[src/rtl/flash_prog.sv]
// flash_prog: CPU register window driving JEDEC program/erase unlock sequences onto the ROM bus; FLASH_PROG_VERIFY_EN adds a read-back check.
// Latency: CMD write to done = 2 cycles per table write + poll cycles (+1 verify cycle) + 1 FIN cycle.
// Backpressure: none; register writes while busy are dropped, and a CMD write while busy flags overrun.
module flash_prog #(
   parameter logic [19:0] TIMEOUT  = 20'hFFFFF,
   parameter logic [4:0]  REG_BASE = 5'b11000
) (
   input  logic        phi2,
   input  logic        rst,
   input  logic        cctl_n,
   input  logic        r_w,
   input  logic [7:0]  cart_a,
   input  logic [7:0]  wdata,
   output logic [7:0]  rdata,
   output logic        rdata_oe,
   output logic        bus_req,
   output logic [18:0] rom_a,
   output logic [7:0]  rom_dout,
   output logic        rom_dout_oe,
   input  logic [7:0]  rom_din,
   output logic        rom_ce_n,
   output logic        rom_oe_n,
   output logic        rom_we_n,
   output logic        busy
);

`ifdef FLASH_PROG_VERIFY_EN
   typedef enum logic [2:0] {IDLE, WR_LO, WR_HI, POLL_A, POLL_B, FIN, VERIFY} state_t;
`else
   typedef enum logic [2:0] {IDLE, WR_LO, WR_HI, POLL_A, POLL_B, FIN} state_t;
`endif

   localparam logic [1:0] CMD_PROG = 2'd1;
   localparam logic [1:0] CMD_SECT = 2'd2;

   state_t      state, state_nxt;
   logic [2:0]  step, step_nxt, last_step;
   logic [18:0] addr_q;
   logic [7:0]  data_q;
   logic [1:0]  cmd_q, cmd_nxt;
   logic        done_q, error_q, overrun_q, busy_q;
   logic        dq6_q;
   logic [19:0] poll_cnt;
   logic        sel, cpu_wr, cmd_ok, in_poll, poll_hit, poll_tmo, ver_err;
   logic [2:0]  off;
   logic [26:0] entry;
   logic        ce_nxt, oe_nxt, we_nxt, doe_nxt;
   logic [18:0] a_nxt;
   logic [7:0]  d_nxt;

   assign sel      = !cctl_n && (cart_a[7:3] == REG_BASE);
   assign off      = cart_a[2:0];
   assign cpu_wr   = sel && !r_w;
   assign rdata_oe = sel && r_w && (off == 3'd5);
   assign rdata    = {4'b0000, overrun_q, error_q, done_q, busy_q};
   assign busy     = busy_q;

   assign cmd_ok    = cpu_wr && (off == 3'd4) && !busy_q &&
                      (wdata == 8'h01 || wdata == 8'h02 || wdata == 8'h03);
   assign cmd_nxt   = cmd_ok ? wdata[1:0] : cmd_q;
   assign last_step = (cmd_q == CMD_PROG) ? 3'd3 : 3'd5;
   assign in_poll   = (state == POLL_A) || (state == POLL_B);
   assign poll_hit  = (state == POLL_B) && (rom_din[6] == dq6_q);

`ifndef FLASH_PROG_VERIFY_EN
   logic unused_din;
   assign unused_din = ^{rom_din[7], rom_din[5:0]};
`endif

   // Unlock tables: erase shares its five-write prefix between sector and chip.
   function automatic logic [26:0] tbl(input logic [1:0] cmd, input logic [2:0] stp,
                                       input logic [18:0] a, input logic [7:0] d);
      logic [26:0] e;
      e = {19'h05555, 8'hAA};
      if (cmd == CMD_PROG) begin
         case (stp)
            3'd0:    e = {19'h05555, 8'hAA};
            3'd1:    e = {19'h02AAA, 8'h55};
            3'd2:    e = {19'h05555, 8'hA0};
            default: e = {a, d};
         endcase
      end else begin
         case (stp)
            3'd0:    e = {19'h05555, 8'hAA};
            3'd1:    e = {19'h02AAA, 8'h55};
            3'd2:    e = {19'h05555, 8'h80};
            3'd3:    e = {19'h05555, 8'hAA};
            3'd4:    e = {19'h02AAA, 8'h55};
            default: e = (cmd == CMD_SECT) ? {a[18:12], 12'h000, 8'h30} : {19'h05555, 8'h10};
         endcase
      end
      return e;
   endfunction

   always_comb begin
      state_nxt = state;
      step_nxt  = step;
      poll_tmo  = 1'b0;
      ver_err   = 1'b0;
      case (state)
         IDLE: if (cmd_ok) begin
            state_nxt = WR_LO;
            step_nxt  = 3'd0;
         end
         WR_LO: state_nxt = WR_HI;
         WR_HI: if (step == last_step) begin
            state_nxt = POLL_A;
            step_nxt  = 3'd0;
         end else begin
            state_nxt = WR_LO;
            step_nxt  = step + 3'd1;
         end
         POLL_A, POLL_B: begin
            if (poll_hit) begin
`ifdef FLASH_PROG_VERIFY_EN
               state_nxt = (cmd_q == CMD_PROG) ? VERIFY : FIN;
`else
               state_nxt = FIN;
`endif
            end else if (poll_cnt + 20'd1 == TIMEOUT) begin
               poll_tmo  = 1'b1;
               state_nxt = FIN;
            end else begin
               state_nxt = POLL_B;
            end
         end
`ifdef FLASH_PROG_VERIFY_EN
         VERIFY: begin
            ver_err   = (rom_din != data_q);
            state_nxt = FIN;
         end
`endif
         FIN:     state_nxt = IDLE;
         default: state_nxt = IDLE;
      endcase
   end

   // ROM strobes are decoded from the next state so they flop alongside bus_req.
   always_comb begin
      ce_nxt  = 1'b1;
      oe_nxt  = 1'b1;
      we_nxt  = 1'b1;
      doe_nxt = 1'b0;
      a_nxt   = '0;
      d_nxt   = '0;
      entry   = tbl(cmd_nxt, step_nxt, addr_q, data_q);
      case (state_nxt)
         WR_LO: begin
            ce_nxt         = 1'b0;
            we_nxt         = 1'b0;
            doe_nxt        = 1'b1;
            {a_nxt, d_nxt} = entry;
         end
         WR_HI: begin
            ce_nxt         = 1'b0;
            doe_nxt        = 1'b1;
            {a_nxt, d_nxt} = entry;
         end
         POLL_A, POLL_B: begin
            ce_nxt = 1'b0;
            oe_nxt = 1'b0;
            a_nxt  = addr_q;
         end
`ifdef FLASH_PROG_VERIFY_EN
         VERIFY: begin
            ce_nxt = 1'b0;
            oe_nxt = 1'b0;
            a_nxt  = addr_q;
         end
`endif
         default: ;
      endcase
   end

   always_ff @(posedge phi2) begin
      if (rst) begin
         state       <= IDLE;
         step        <= 3'd0;
         addr_q      <= '0;
         data_q      <= '0;
         cmd_q       <= '0;
         done_q      <= 1'b0;
         error_q     <= 1'b0;
         overrun_q   <= 1'b0;
         busy_q      <= 1'b0;
         dq6_q       <= 1'b0;
         poll_cnt    <= '0;
         bus_req     <= 1'b0;
         rom_ce_n    <= 1'b1;
         rom_oe_n    <= 1'b1;
         rom_we_n    <= 1'b1;
         rom_dout_oe <= 1'b0;
         rom_a       <= '0;
         rom_dout    <= '0;
      end else begin
         state       <= state_nxt;
         step        <= step_nxt;
         bus_req     <= (state_nxt != IDLE);
         rom_ce_n    <= ce_nxt;
         rom_oe_n    <= oe_nxt;
         rom_we_n    <= we_nxt;
         rom_dout_oe <= doe_nxt;
         rom_a       <= a_nxt;
         rom_dout    <= d_nxt;
         if (in_poll) dq6_q <= rom_din[6];
         poll_cnt <= in_poll ? poll_cnt + 20'd1 : 20'd0;
         if (cpu_wr && !busy_q) begin
            case (off)
               3'd0:    addr_q[7:0]   <= wdata;
               3'd1:    addr_q[15:8]  <= wdata;
               3'd2:    addr_q[18:16] <= wdata[2:0];
               3'd3:    data_q        <= wdata;
               default: ;
            endcase
         end
         if (cmd_ok) begin
            cmd_q   <= wdata[1:0];
            done_q  <= 1'b0;
            error_q <= 1'b0;
            busy_q  <= 1'b1;
         end
         if (poll_tmo || ver_err) error_q <= 1'b1;
         if (state == FIN) begin
            done_q <= 1'b1;
            busy_q <= 1'b0;
         end
         if (cpu_wr && (off == 3'd4) && busy_q) overrun_q <= 1'b1;
         else if (rdata_oe)                     overrun_q <= 1'b0;
      end
   end

endmodule

[config.mk]
export PLATFORM = sky130hd
export DESIGN_NAME = flash_prog
export DESIGN_NICKNAME = d
export VERILOG_FILES = /design/src/rtl/flash_prog.sv
export SDC_FILE = /design/constraint.sdc
export NUM_CORES = 1
export LEC_CHECK = 0
export ABC_CLOCK_PERIOD_IN_PS = 3700
export BUFFER_PORTS_ARGS = -buffer_cell sky130_fd_sc_hd__buf_2
export CORE_MARGIN = 5
export CORE_UTILIZATION = 56
export CTS_CLUSTER_DIAMETER = 100
export CTS_CLUSTER_SIZE = 16
export DETAILED_ROUTE_END_ITERATION = 10
export GPL_TIMING_DRIVEN = 0
export PLACE_DENSITY_LB_ADDON = 0.08
export SETUP_SLACK_MARGIN = 0.5
export SKIP_CTS_REPAIR_TIMING = 1
export SLEW_MARGIN = 15
export SYNTH_ARGS = -nofsm -noshare
export SYNTH_HDL_FRONTEND = slang
export SYNTH_SLANG_ARGS = --single-unit
[constraint.sdc]
create_clock -name phi2 -period 3.7 [get_ports phi2]
set_input_delay 0.555 -clock phi2 [delete_from_list [all_inputs] [get_ports phi2]]
set_output_delay 0.555 -clock phi2 [all_outputs]
set_load 0.1 [all_outputs]
# After elaboration in Yosys (flattened, before gate mapping)
# Index checks and enable logic that the tools add are counted.
[word_totals]
regBits = 92
output_inout_bits = 42
[classes]
n_reduce_logical = 36
bitwise_logic = 2
muxes = 27
add_sub_neg = 2
eq_ne = 28
[ops]
columns = ["cell", "n"]
rows = [
  ["case mux 27 bit (3 select lines)", 2],
  ["2-to-1 mux 27 bit", 2],
  ["case mux 19 bit (2 select lines)", 1],
  ["== test 3 x 2 -> 1 bit (second input constant)", 8],
  ["adder 20 x 1 -> 20 bit (second input constant)", 1],
  ["== test 20 bit (second input constant)", 1],
  ["== test 3 bit (second input constant)", 6],
  ["== test 8 x 2 -> 1 bit (second input constant)", 2],
  ["OR reduction 2 bit", 8],
  ["2-to-1 mux 1 bit", 14],
  ["== test 3 x 1 -> 1 bit (second input constant)", 4],
  ["2-to-1 mux 3 bit", 4],
  ["case mux 3 bit (4 select lines)", 1],
  ["logical AND 1 bit", 10],
  ["zero test 3 bit", 3],
  ["== test 8 x 1 -> 1 bit (second input constant)", 1],
  ["AND reduction 2 bit", 4],
  ["case mux 3 bit (2 select lines)", 1],
  ["nonzero test 2 bit", 3],
  ["== test 5 bit (second input constant)", 1],
  ["== test 2 x 1 -> 1 bit (second input constant)", 2],
  ["2-to-1 mux 2 bit", 2],
  ["OR reduction 4 bit", 1],
  ["adder 3 x 1 -> 3 bit (second input constant)", 1],
  ["7 further kinds", 12],
]

# Logic depth before layout (Yosys ltp)
# Gate-level depths: netlist of run 1.
[depth]
word_depth = 13
ltp_mapped = 10
ltp_nobuf = 10

# Least setup slack after synthesis of run 1
# No wires, ideal clock.
[synth_timing]
kind = "input-to-output"
start = "input port cart_a[4]"
end = "output port rdata_oe"
arrival_ps = 3928
path_slack_ps = -783
stages = 3
cell_sequence = "nor4b_2 nand2_1 nor4bb_1"
[synth_via]
elab_chain_cells = 4
[synth_rtl]
columns = ["element", "line", "text"]
rows = [
  ["start: declaration", "12", "input logic [7:0] cart_a,"],
  ["== test 5 bit", "51", "assign sel = !cctl_n && (cart_a[7:3] == REG_BASE);"],
  ["logical AND 1 bit", "51", ""],
  ["logical AND 1 bit (2 in a row)", "54", "assign rdata_oe = sel && r_w && (off == 3'd5);"],
  ["end: declaration", "15", "output logic rdata_oe,"],
]
# Every way passes these cells.

# Worst setup path in the final report of run 1
[layout_timing]
start = "register poll_cnt[0]"
end = "register rom_a[6]"
[layout_via]
elab_chain_cells = 8
[layout_rtl]
columns = ["element", "line", "text"]
rows = [
  ["start: declaration", "43", "logic [19:0] poll_cnt;"],
  ["start signal: assignment", "206", "poll_cnt <= in_poll ? poll_cnt + 20'd1 : 20'd0;"],
  ["adder 20 x 1 -> 20 bit (*)", "120", "end else if (poll_cnt + 20'd1 == TIMEOUT) begin"],
  ["== test 20 bit (*)", "120", ""],
  ["2-to-1 mux 1 bit (*)", "120", ""],
  ["2-to-1 mux 1 bit (*)", "114", "if (poll_hit) begin"],
  ["case mux 3 bit (4 select lines) (*)", "100", "case (state)"],
  ["== test 3 x 2 -> 1 bit (tied with other cells)", "147", "case (state_nxt)"],
  ["OR reduction 2 bit", "--", ""],
  ["case mux 19 bit (2 select lines) (*)", "147", ""],
  ["end signal: assignment", "203", "rom_a <= a_nxt;"],
  ["end: declaration", "17", "output logic [18:0] rom_a,"],
]
# Mark *: on every way between the ends. The rest lies on a longest branch, timed or not.
# A chain may end at the register's enable or synchronous reset.

==> flow_summary.toml, run 1 <==
[power]
power_density_mw_per_mm2 = 356
switching_share = 0.250
internal_power_uw = 1260
ir_drop_uv = 239
pwr-share-seq = 0.588
p_sw_uw = 422
p_clk_frac = 0.376
p_total_uw = 1680
p_leak_uw = 0.00187
p_comb_frac = 0.036

[grt]
grt_pass1_wl_mm = 15.1
antenna_found_initial = 0
grtUsageTotal = 0.215
grt_max_degree = 18
grt_pass1_vias = 3092
gr-total-overflow = 0

[sta]
setup_viol = 0
finalCritPeriodShare = 0.793
rsz0062_at_grt = "no"
setup-tns-final_ns = 0
period_needed_ns = 2.93
relSlewSlack = 0.441
worst_hold_slack_ns = 0.449
hold_viol = 0
clock.fmax_mhz = 341
skew_ns = 0.0106
slew_viol_final = 0
tightest_slew_ns = 0.835

[die]
dieArea_mm2 = 0.00913
fp.dieH_um = 95.5
design.core.area_mm2 = 0.00718
num_rows = 31
ios = 70
die_x_um = 95.5
start_util = 0.571

[synthesis]
syn-cell-area_mm2 = 0.00410
async_flop_share = 0
muxShareOfSynthArea = 0.0785
ys_seq_elements = 92
yosysSeqAreaShare = 0.450
synth_cell_types = 65
synth_xor_area_frac = 0.0428
synth_top_family_by_area = "simple AND/OR/NAND/NOR gates"
synth_enable_flop_cells = 0
ys_warn_count = 0
synth_compound_area_frac = 0.132
yosysTopAreaCellShare = 0.450
synthSimpleGateAreaFrac = 0.239
synth_cells = 463
synth_fa_ha_area_frac = 0.00916
synth-main-ff-cell = "dfxtp_1"
yosysTopAreaCell = "dfxtp_1"
synth.area.top_cells = "dfxtp_1 (45%), mux2i_1 (7.6%), nor2_1 (7.2%)"
synth_area_per_cell_um2 = 8.85

[worst_setup_path]
reg2reg_slack_ns = 0.77
endpoint_kind = "flip-flop"
critical_path_required_ns = 3.93
cp_max_fo = 8
crit_type = "reg2reg"
critPathLaunchType = "flip-flop"
arrival_ns = 3.17

[place]
gp_congestion = 0.934
io_buffer_count = 57
hpwlAfterDp_mm = 6.92

[clocking]
clk_latency_ns = 0.36
clockBufferDepth = 2
cts_buffers = 9
cts_sinks = 92
htreeDepth = 3
cts_tree = "built"
clk_pin_slew_ns = 0.10
cts_root_buffer = "clkbuf_8"

[detailed_routing]
drtPass1Iterations = 4
wl_per_cell_um = 14.5
vias = 3418
drt_iter0_drc = 163
routed_wl_mm = 9.25
vias_per_cell = 5.36
final_antenna_net_count = 0
route.detailed.drc = 0

[layout]
drive_gt1_frac = 0.187
n_antenna_cell = 0
area.growth.synth_to_final_pct = 15.3
nets = 565
fillers = 635

[run_status]
status = "complete, no violations"

[min_path]
worstHoldPathType = "reg2reg"

[run]
drv_cap = 0
## final cells by class
cell class | instances | area [um2] | area share
buffer | 26 | 131 | 0.0278
clock buffer | 9 | 124 | 0.0262
clock inverter | 7 | 57.6 | 0.0122
inverter | 17 | 63.8 | 0.0135
multi-input combinational | 331 | 2100 | 0.444
sequential | 92 | 1840 | 0.390
tap | 99 | 124 | 0.0262
timing repair buffer | 57 | 285 | 0.0604
## layer usage
layer  track usage  up-vias  wire length [um]
li1              -     1740                 -
met1         0.296     1592              4230
met2         0.335       75              4390
met3        0.0521       11               487
met4        0.0616        0               140
met5             0        -                 0
## synthesized netlist by cell type (4+ instances only)
library cell / number
nor2_1: 79
nand2b_1: 9
inv_1: 16
xor2_1: 8
a21oi_1: 26
nand4_1: 7
o21ai_0: 14
nor3_1: 12
nor4_1: 4
nand2_1: 24
clkbuf_1: 13
xnor2_1: 12
buf_4: 8
a21o_1: 7
mux2i_1: 31
and2_1: 9
nor2b_1: 8
o22ai_1: 6
nand3_1: 14
dfxtp_1: 92
## state kept, by name, summed over array words and instances, names as in the netlist, 2 cells and up
name      flops
addr_q       19
step          3
rom_a        19
rom_dout      8
state         3
data_q        8
cmd_q         2
poll_cnt     20
## placed cells by master (no fill, tap or decap), drive strengths merged, types with 9 or more instances in the layout
master,Yosys,final
nor3,13,13
nand3,15,15
buf,13,70
dfxtp,92,92
a21oi,26,26
clkbuf,13,22
nor2,79,79
inv,17,21
and2,9,9
mux2i,31,31
nand2b,9,9
xnor2,12,12
nand2,24,24
o21ai,15,15
## cells by family after synthesis
family | after synthesis
and+or+nand+nor | 191
other | 1
adders and majority gates | 3
xor gates and xnor gates | 20
buffers and inverters | 43
muxes | 32
AOI/OAI and AO/OA | 81
DFF | 92
## final timing paths
| check | start | end | depth (start not counted) |
|---|---|---|---|
| min reg2reg | addr_q[2]$_SDFFE_PP0P_ | rom_a[2]$_SDFF_PP0_ | 2 |
| min | addr_q[2]$_SDFFE_PP0P_ | rom_a[2]$_SDFF_PP0_ | 2 |
| max reg2reg | poll_cnt[0]$_SDFF_PP0_ | rom_a[6]$_SDFF_PP0_ | 9 |
| max | poll_cnt[0]$_SDFF_PP0_ | rom_a[6]$_SDFF_PP0_ | 9 |
## worst max-delay path, cell delays in order (launching register included)
cell and delay [ns]:
dfxtp_1 0.45, ha_1 0.33, nand3_1 0.22, nor4_1 0.36
xnor2_1 0.16, o41a_1 0.45, or3_4 0.44, inv_2 0.11
o31a_2 0.23, a21oi_1 0.06
## per-stage QoR
| stage | area, um2 | setup slack (ns) | util | cells |
|---|---|---|---|---|
| 2_1_floorplan | 4120 | 0.844 | - | 466 |
| 3_3_place_gp | 4530 | 0.319 | 0.632 | 622 |
| 3_5_place_dp | 4530 | 0.302 | 0.632 | 622 |
| 4_1_cts | 4710 | 0.686 | 0.657 | 638 |
| 5_1_grt | 4720 | 0.539 | 0.658 | 638 |
| 6_report | 4720 | 0.767 | 0.658 | 638 |
## power groups by stage
stage               registers, uW  clock network [uW]  logic [uW]
floorplan                    1010                   0        35.0
global placement             1010                   0        60.1
detailed placement           1010                   0        60.7
CTS                           990                 652        60.7
global route                  990                 696        64.9
finish                        989                 634        60.9
Power figures use the tool's default switching activity.
==> run 2, diff against run 1 <==
- ABC_CLOCK_PERIOD_IN_PS: 3700 -> 2430
- CORE_UTILIZATION: 56 -> 50
- clock period: 3.7 -> 2.43 ns (I/O delays scaled with it)
==> run 2 against run 1 <==
  * The flow now finishes with violations (setup timing)
  * Fmax increased by 12%
  * Cell count grew 6.4%
  * Register-to-register slack worse by 0.96 ns
  * Via count grew 6.0%
  * Routed wire length increased by 15%
  * Critical path depth unchanged
  * Non-clock buffer count rose by 35
==> flow_summary.toml, run 2 (synthesis results as in run 1) <==
[power]
p_sw_uw = 660
switching_share = 0.255
p_clk_frac = 0.380
power_density_mw_per_mm2 = 466
pwr-share-seq = 0.580
internal_power_uw = 1930
ir_drop_uv = 352
p_total_uw = 2590
p_leak_uw = 0.00218
p_comb_frac = 0.040

[layout]
regMostFlops = "poll_cnt"
reg_top3 = "poll_cnt (20), addr_q (19), rom_a (19)"
final_cell_mix = "dfxtp_1 (82), nor2_1 (72), buf_2 (56), buf_4 (37), mux2i_1 (27)"
area.growth.synth_to_final_pct = 35.6
n_antenna_cell = 0
largest_register_ffs = 20
nets = 600
fin_area_mm2 = 0.00556
final_common_cell = "dfxtp_1"
drive_gt1_frac = 0.366

[detailed_routing]
vias_per_cell = 5.34
wl_per_cell_um = 15.7
drt_iter0_drc = 159
final_antenna_net_count = 0
vias = 3623
route.detailed.drc = 0
routed_wl_mm = 10.7
drtPass1Iterations = 4

[worst_setup_path]
endpoint_kind = "flip-flop"
critPathLaunchType = "flip-flop"
critical_path_required_ns = 2.69
cp_max_fo = 8
crit_type = "reg2reg"
regToRegEndpoint = "rom_a[3]$_SDFF_PP0_"
r2r_cells = 9
reg2reg_slack_ns = -0.19
arrival_ns = 2.88
regToRegStartpoint = "poll_cnt[1]$_SDFF_PP0_"

[grt]
grt_max_degree = 19
grt_pass1_wl_mm = 16.1
gr-total-overflow = 0
antenna_found_initial = 0
grtUsageTotal = 0.201
grt_pass1_vias = 3304

[place]
gp_congestion = 0.872
hpwlAfterDp_mm = 7.22
io_buffer_count = 57
placed_area_mm2 = 0.00468

[min_path]
min_to = "dq6_q$_SDFFE_PP0N_"
hold_start = "rom_din[6]"
worstHoldPathType = "in2reg"
min_delay_path_depth = 3

[clocking]
cts_tree = "built"
cts_root_buffer = "clkbuf_8"
htreeDepth = 3
clk_latency_ns = 0.37
clk_pin_slew_ns = 0.10
clockBufferDepth = 2
cts_buffers = 9
cts_sinks = 92

[sta]
slew_viol_final = 0
relSlewSlack = 0.596
rsz0062_at_grt = "yes"
clock.fmax_mhz = 381
skew_ns = 0.0109
finalCritPeriodShare = 1.08
tightest_slew_ns = 0.606
period_needed_ns = 2.62
hold_viol = 0
fin_ws_ns = -0.193
setup_viol = 21

[die]
die_x_um = 101
fp.dieH_um = 101
ios = 70
start_util = 0.506
dieArea_mm2 = 0.0101
num_rows = 33
design.core.area_mm2 = 0.00809

[run_status]
status = "finished with violations"
violations = "setup timing"

[run]
drv_cap = 0
[run 2: stage by stage]
| step | cells | TNS, ns | hold slack (ns) | setup WS [ns] | util |
|---|---|---|---|---|---|
| final | 679 | -2.49 | 0.267 | -0.193 | 0.686 |
| after global routing | 679 | -4.64 | 0.282 | -0.265 | 0.686 |
| after floorplan | 466 | 0 | 0.423 | 0.0353 | - |
| after global placement | 628 | -5.20 | 0.436 | -0.450 | 0.578 |
| after CTS | 644 | -6.13 | 0.251 | -0.491 | 0.601 |
| after detailed placement | 628 | -5.37 | 0.439 | -0.456 | 0.578 |
[run 2: how the worst max path moves through the flow]
| stage | from | endpoint | slack, ns | cells after the start |
|---|---|---|---|---|
| global placement | wdata[2] | rom_a[12]$_SDFF_PP0_ | -0.45 | 9 |
| floorplan | poll_cnt[1]$_SDFF_PP0_ | rom_a[1]$_SDFF_PP0_ | 0.04 | 9 |
| global route | poll_cnt[4]$_SDFF_PP0_ | rom_a[3]$_SDFF_PP0_ | -0.26 | 8 |
| CTS | step[1]$_SDFF_PP0_ | rom_a[14]$_SDFF_PP0_ | -0.49 | 9 |
| detailed placement | wdata[2] | rom_a[12]$_SDFF_PP0_ | -0.46 | 9 |
| finish | poll_cnt[1]$_SDFF_PP0_ | rom_a[3]$_SDFF_PP0_ | -0.19 | 9 |
[run 2: layer usage]
metal	up-vias	GRT usage	wire length, um
met4	0	0.0477	150
met1	1687	0.278	4810
met3	13	0.0464	611
li1	1815	-	-
met2	108	0.320	5110
met5	-	0	0
[run 2: cell type report]
cell class | count | area, um2
inverter | 17 | 63.8
clock buffer | 9 | 124
buffer | 26 | 175
timing repair buffer | 92 | 591
sequential | 92 | 1860
clock inverter | 7 | 65.1
multi-input combinational | 331 | 2540
tap | 105 | 131
fill | 675 | 2540
[run 2: power by group through the flow]
stage	Sequential [uW]	Clock, uW	Combinational [uW]
finish	1500	984	102
global route	1500	1080	108
CTS	1500	1020	94.2
detailed placement	1540	0	94.1
global placement	1540	0	93.3
floorplan	1540	0	54.3
[run 2: worst max-delay path: stages, from the launching register on]
cell	delay (ns)
dfxtp_4	0.41
ha_4	0.19
nand4_1	0.11
o32a_1	0.30
o22a_1	0.22
nand2b_4	0.14
o41a_1	0.30
or3_4	0.42
a21o_4	0.23
a21o_1	0.20
